File: src/rtl/leds7_uart_display.sv
// Seven-segment display controller fed by an AXI-Stream byte stream: hex characters
// fill a shadow buffer, control bytes commit, clear, edit or blink the displayed digits.
module leds7_uart_display #(
  parameter int unsigned CLK_FREQ = 50,
  parameter int unsigned DIGITS   = 4,
  parameter int unsigned BLINK_HZ = 2
) (
  input  logic              aclk,
  input  logic              aresetn,
  input  logic [7:0]        tdata,
  input  logic              tvalid,
  output logic              tready,
  output logic [6:0]        leds_data [DIGITS],
  output logic [DIGITS-1:0] led_data_valid,
  output logic [7:0]        err_cnt
);

  localparam int unsigned HP    = CLK_FREQ * 1_000_000 / (2 * BLINK_HZ);
  localparam int unsigned CNT_W = (HP > 1) ? $clog2(HP) : 1;
  localparam logic [4:0]  CODE_DASH  = 5'd16;
  localparam logic [4:0]  CODE_BLANK = 5'd17;

  logic             r_tready;
  logic             r_in_valid;
  logic [7:0]       r_in_data;
  logic [4:0]       r_shadow  [DIGITS];
  logic [4:0]       r_display [DIGITS];
  logic             r_blink_en;
  logic             r_phase;
  logic [CNT_W-1:0] r_cnt;
  logic [7:0]       r_err;
  logic [6:0]       r_leds [DIGITS];
  logic [DIGITS-1:0] r_vld;

  logic       w_shift_up;
  logic       w_shift_dn;
  logic       w_commit;
  logic       w_clear;
  logic       w_bel;
  logic       w_err;
  logic [4:0] w_code;

  function automatic logic [6:0] seg_lut(input logic [4:0] code);
    case (code)
      5'd0:    seg_lut = 7'h40;
      5'd1:    seg_lut = 7'h79;
      5'd2:    seg_lut = 7'h24;
      5'd3:    seg_lut = 7'h30;
      5'd4:    seg_lut = 7'h19;
      5'd5:    seg_lut = 7'h12;
      5'd6:    seg_lut = 7'h02;
      5'd7:    seg_lut = 7'h78;
      5'd8:    seg_lut = 7'h00;
      5'd9:    seg_lut = 7'h10;
      5'd10:   seg_lut = 7'h08;
      5'd11:   seg_lut = 7'h03;
      5'd12:   seg_lut = 7'h46;
      5'd13:   seg_lut = 7'h21;
      5'd14:   seg_lut = 7'h06;
      5'd15:   seg_lut = 7'h0E;
      5'd16:   seg_lut = 7'h3F;
      default: seg_lut = 7'h7F;
    endcase
  endfunction

  // Input register: one byte per cycle, always ready once out of reset
  always_ff @(posedge aclk or negedge aresetn) begin
    if (!aresetn) begin
      r_tready   <= 1'b0;
      r_in_valid <= 1'b0;
      r_in_data  <= 8'h00;
    end else begin
      r_tready   <= 1'b1;
      r_in_valid <= tvalid && r_tready;
      if (tvalid && r_tready) r_in_data <= tdata;
    end
  end

  // Byte decode of the captured character
  always_comb begin
    w_shift_up = 1'b0;
    w_shift_dn = 1'b0;
    w_commit   = 1'b0;
    w_clear    = 1'b0;
    w_bel      = 1'b0;
    w_err      = 1'b0;
    w_code     = CODE_BLANK;
    if (r_in_valid) begin
      if (r_in_data >= 8'h30 && r_in_data <= 8'h39) begin
        w_shift_up = 1'b1;
        w_code     = 5'(r_in_data - 8'h30);
      end else if (r_in_data >= 8'h41 && r_in_data <= 8'h46) begin
        w_shift_up = 1'b1;
        w_code     = 5'(r_in_data - 8'h37);
      end else if (r_in_data >= 8'h61 && r_in_data <= 8'h66) begin
        w_shift_up = 1'b1;
        w_code     = 5'(r_in_data - 8'h57);
      end else if (r_in_data == 8'h2D) begin
        w_shift_up = 1'b1;
        w_code     = CODE_DASH;
      end else if (r_in_data == 8'h20) begin
        w_shift_up = 1'b1;
      end else if (r_in_data == 8'h08) begin
        w_shift_dn = 1'b1;
      end else if (r_in_data == 8'h0D) begin
        w_commit = 1'b1;
      end else if (r_in_data == 8'h1B) begin
        w_clear = 1'b1;
      end else if (r_in_data == 8'h07) begin
        w_bel = 1'b1;
      end else begin
        w_err = 1'b1;
      end
    end
  end

  // Buffers, error counter and blink timing
  always_ff @(posedge aclk or negedge aresetn) begin
    if (!aresetn) begin
      for (int i = 0; i < DIGITS; i++) begin
        r_shadow[i]  <= CODE_BLANK;
        r_display[i] <= CODE_BLANK;
      end
      r_blink_en <= 1'b0;
      r_phase    <= 1'b1;
      r_cnt      <= '0;
      r_err      <= 8'h00;
    end else begin
      if (w_shift_up) begin
        for (int i = DIGITS - 1; i > 0; i--) r_shadow[i] <= r_shadow[i-1];
        r_shadow[0] <= w_code;
      end
      if (w_shift_dn) begin
        for (int i = 0; i < DIGITS - 1; i++) r_shadow[i] <= r_shadow[i+1];
        r_shadow[DIGITS-1] <= CODE_BLANK;
      end
      if (w_commit) r_display <= r_shadow;
      if (w_clear) begin
        for (int i = 0; i < DIGITS; i++) begin
          r_shadow[i]  <= CODE_BLANK;
          r_display[i] <= CODE_BLANK;
        end
      end
      if (w_err && r_err != 8'hFF) r_err <= r_err + 8'd1;
      // BEL takes priority over a simultaneous counter wrap
      if (w_bel) begin
        r_blink_en <= ~r_blink_en;
        r_cnt      <= '0;
        r_phase    <= 1'b1;
      end else if (r_blink_en) begin
        if (r_cnt == CNT_W'(HP - 1)) begin
          r_cnt   <= '0;
          r_phase <= ~r_phase;
        end else begin
          r_cnt <= r_cnt + CNT_W'(1);
        end
      end else begin
        r_cnt   <= '0;
        r_phase <= 1'b1;
      end
    end
  end

  // Registered segment outputs
  always_ff @(posedge aclk or negedge aresetn) begin
    if (!aresetn) begin
      for (int i = 0; i < DIGITS; i++) r_leds[i] <= 7'h7F;
      r_vld <= '0;
    end else begin
      for (int i = 0; i < DIGITS; i++) begin
        if (r_display[i] != CODE_BLANK && (r_phase || !r_blink_en)) begin
          r_leds[i] <= seg_lut(r_display[i]);
          r_vld[i]  <= 1'b1;
        end else begin
          r_leds[i] <= 7'h7F;
          r_vld[i]  <= 1'b0;
        end
      end
    end
  end

  assign tready         = r_tready;
  assign leds_data      = r_leds;
  assign led_data_valid = r_vld;
  assign err_cnt        = r_err;

endmodule

File: config.mk
export PLATFORM = sky130hd
export DESIGN_NAME = leds7_uart_display
export DESIGN_NICKNAME = d
export VERILOG_FILES = /design/src/rtl/leds7_uart_display.sv
export SDC_FILE = /design/constraint.sdc
export NUM_CORES = 1
export LEC_CHECK = 0
export BUFFER_PORTS_ARGS = -buffer_cell sky130_fd_sc_hd__buf_4
export CORE_MARGIN = 5
export CORE_UTILIZATION = 55
export DETAILED_ROUTE_END_ITERATION = 16
export GPL_TIMING_DRIVEN = 0
export PLACE_DENSITY = 0.74
export SLEW_MARGIN = 0
export SYNTH_ARGS = -nofsm -noshare
export SYNTH_HDL_FRONTEND = slang
export SYNTH_SLANG_ARGS = --single-unit
File: constraint.sdc
create_clock -name aclk -period 3.4 [get_ports aclk]
set_input_delay 0.51 -clock aclk [delete_from_list [all_inputs] [get_ports aclk]]
set_output_delay 0.51 -clock aclk [all_outputs]
set_load 0.01 [all_outputs]
==> reports/qor.txt <==
Pre-antenna DRT Iters -> 5
Post-synthesis sequential area ratio -> 48.65%
Leading cell types in the layout, fill and taps excluded -> dfrtp_1, nand2_1, nor2_1
Synth Warn # -> 0
Primary FF master, synth -> dfrtp_1
Fill cell total of the finished layout -> 856
WP data required -> 3840 ps
Worst Path Arrival -> 2910 ps
Area growth, synth to finish -> 19.17%
Clock sink count -> 116
Critical path fanouts, max -> 7
Mean Syn Cell Area -> 10.02 um2
Via count -> 4850
CP max-delay cell -> nor3_1
WL/cell -> 16.04 um
I/O Buffers -> 51
FP Rows -> 38
TritonCTS Buffers -> 17
Most common cell after layout, fill and taps aside -> dfrtp_1
Die Height -> 115.2 um
Max Transition Viols Final -> 0
Max Cap Viol -> 0
Vias in the first global route -> 4775
Worst path cell trace -> nor3_1 -> nand2_1 -> nor3_1 -> nand2_1 -> a32oi_1
LEAKAGE -> 2.966 nW
Multi-input gate area -> 2909 um2
# DRC -> 0
Crit share post-route -> 72.62%
First-pass GRT wire length -> 22.85 mm
Initial antenna violation count -> 0
Grt total ovfl -> 0
Design Power -> 4.666 mW
Die area -> 13260 um2
Final setup viols -> 0
Synth Net Count -> 647
Skew final -> 7.411 ps
Max-slew headroom -> 37.69%
Unrepaired setup endpoints after global routing -> no
Post-synth EDFFs -> 0
GPL Wtd Cong -> 0.9184
Number of nets with antenna violations after routing -> 0
Post-CTS Setup Inserts -> 0
Register bit total from synthesis -> 116
Buf/Inv on CP -> 0
Crit path largest cell delay -> 710 ps
HPWL after DPL -> 9.328 mm
Total Wirelength -> 13.35 mm
CP Capture Type -> flip-flop
Initial Util -> 56.11%
Top Usage Layer GRT -> met2
Largest net degree at the start of global routing -> 117
Share of cells above drive strength 1 -> 21.53%
Setup tns final -> 0 ps
WS Path Type -> reg2reg
Final net count -> 719
Total GRT Usage -> 21.41%
FFs w/ async S/R, synth -> 100.0%
GR Util met3 -> 5.105%
Peak VDD IR -> 0.3424 mV
Post-Syn Area -> 6082 um2
Pwr/cell area -> 643.7 nW/um2
Worst Hold Class -> in2reg
Fmax -> 0.4050 GHz
Top-level I/O count -> 52
Final hold violation count -> 0
Delay-heaviest family, CP -> simple AND/OR/NAND/NOR gates
Reg clk slew, reported paths -> 60 ps
M1 GR Usage -> 27.61%
Seq. cell area -> 2959 um2
Slew @ Worst Pin -> 927.5 ps
Cells after Synth -> 607
CTS tree -> built
Final min period -> 2469 ps
Clock Latency Late Sink -> 520 ps
Via density -> 5.829
DR iter-0 viols -> 385
CTS H-tree depth -> 4
Diode count -> 0
Post-synth cell types -> 68
Maximum clock path buffer count -> 2
Clock root cell -> clkbuf_8
Core box area -> 10840 um2
Status -> finished clean
Die width -> 115.2 um
Critical Path Start Type -> flip-flop
Met2 Resource Use GR -> 35.34%
## worst reg2reg max path: cells and delay by family, from the launching register on
family             cells  cell delay (ps)
and+or+nand+nor        4             1750
DFF                    1              430
AOI/OAI and AO/OA      1              220
## registers in the layout, summed over array words and instances, names as in the netlist
name,count
leds_data,28
r_cnt,24
r_display,20
r_shadow,20
err_cnt,8
r_in_data,8
led_data_valid,4
r_blink_en,1
r_in_valid,1
r_phase,1
tready,1
## power by group
part	switching [mW]	total [mW]	internal [mW]
Clock	0.588	1.70	1.12
Sequential	0.232	1.99	1.76
Combinational	0.510	0.974	0.464
## metrics by stage
step | hold WS, ps | utilization, % | cell area, um2 | cells | setup slack [ps]
5_1_grt | 188.1 | 66.86 | 7248 | 832 | 788.8
2_1_floorplan | 214.4 | - | 6082 | 607 | 1371
3_3_place_gp | 461.6 | 61.25 | 6640 | 798 | 1071
6_report | 194.1 | 66.86 | 7248 | 832 | 930.8
4_1_cts | 178.8 | 66.48 | 7207 | 830 | 1009
3_5_place_dp | 471.0 | 61.25 | 6640 | 798 | 1025
## path summary, 6_finish.rpt
path,cells past startpoint,from,endpoint,slack [ps]
worst max-delay path,5,r_in_data[7],r_shadow[9],930
worst min-delay path,3,tdata[1],r_in_data[1],190
worst max register to register,5,r_in_data[7],r_shadow[9],930
worst min register to register,1,r_cnt[0],r_cnt[0],490
max in group asynchronous,3,aresetn,r_display[14],2170
min in group asynchronous,2,aresetn,led_data_valid[2],510
## synthesized netlist by cell type (all sizes together), types with 8 or more instances
cell type,instances,area (um2)
dfrtp,71,1777
xor2,15,131.4
nand2,68,262.8
inv,27,101.3
nor2,57,214.0
a21oi,16,83.83
ha,29,362.9
nand3,31,155.2
o211ai,25,187.7
mux2,8,90.09
nand2b,12,75.07
mux2i,10,100.1
nand4,16,100.1
clkbuf,18,67.56
dfstp,45,1182
nor3,8,40.04
xnor2,16,140.1
o21ai,34,170.2
## metal layers
metal	share of wire [%]	vias up
li1	-	2332
met1	44	2356
met2	50	146
met3	5.1	16
met4	1.5	0
met5	0	-
## timing repair
action                                 in CTS  in global routing
gates resized for setup                     0                  0
endpoints found under the hold margin       0                 32
hold buffers                                0                  1
## cells by family after synthesis
kind of cell	count (synthesis)	share of synthesized area [%]
compound gates	128	14.75
xor+xnor	31	4.464
mux	20	3.868
fa+ha+maj	29	5.966
flops	116	48.65
buf+inv	52	3.517
simple gates	230	18.72
other cells	1	0.06166
## final cells by class
cell class	instances	share of cell area [%]
buffer	24	1.502
clock buffer	27	6.784
clock inverter	5	1.036
inverter	28	1.450
multi-input combinational	439	40.13
sequential	116	40.83
tap	140	2.417
timing repair buffer	53	5.852
No activity file was read; power rests on OpenSTA's default activity.
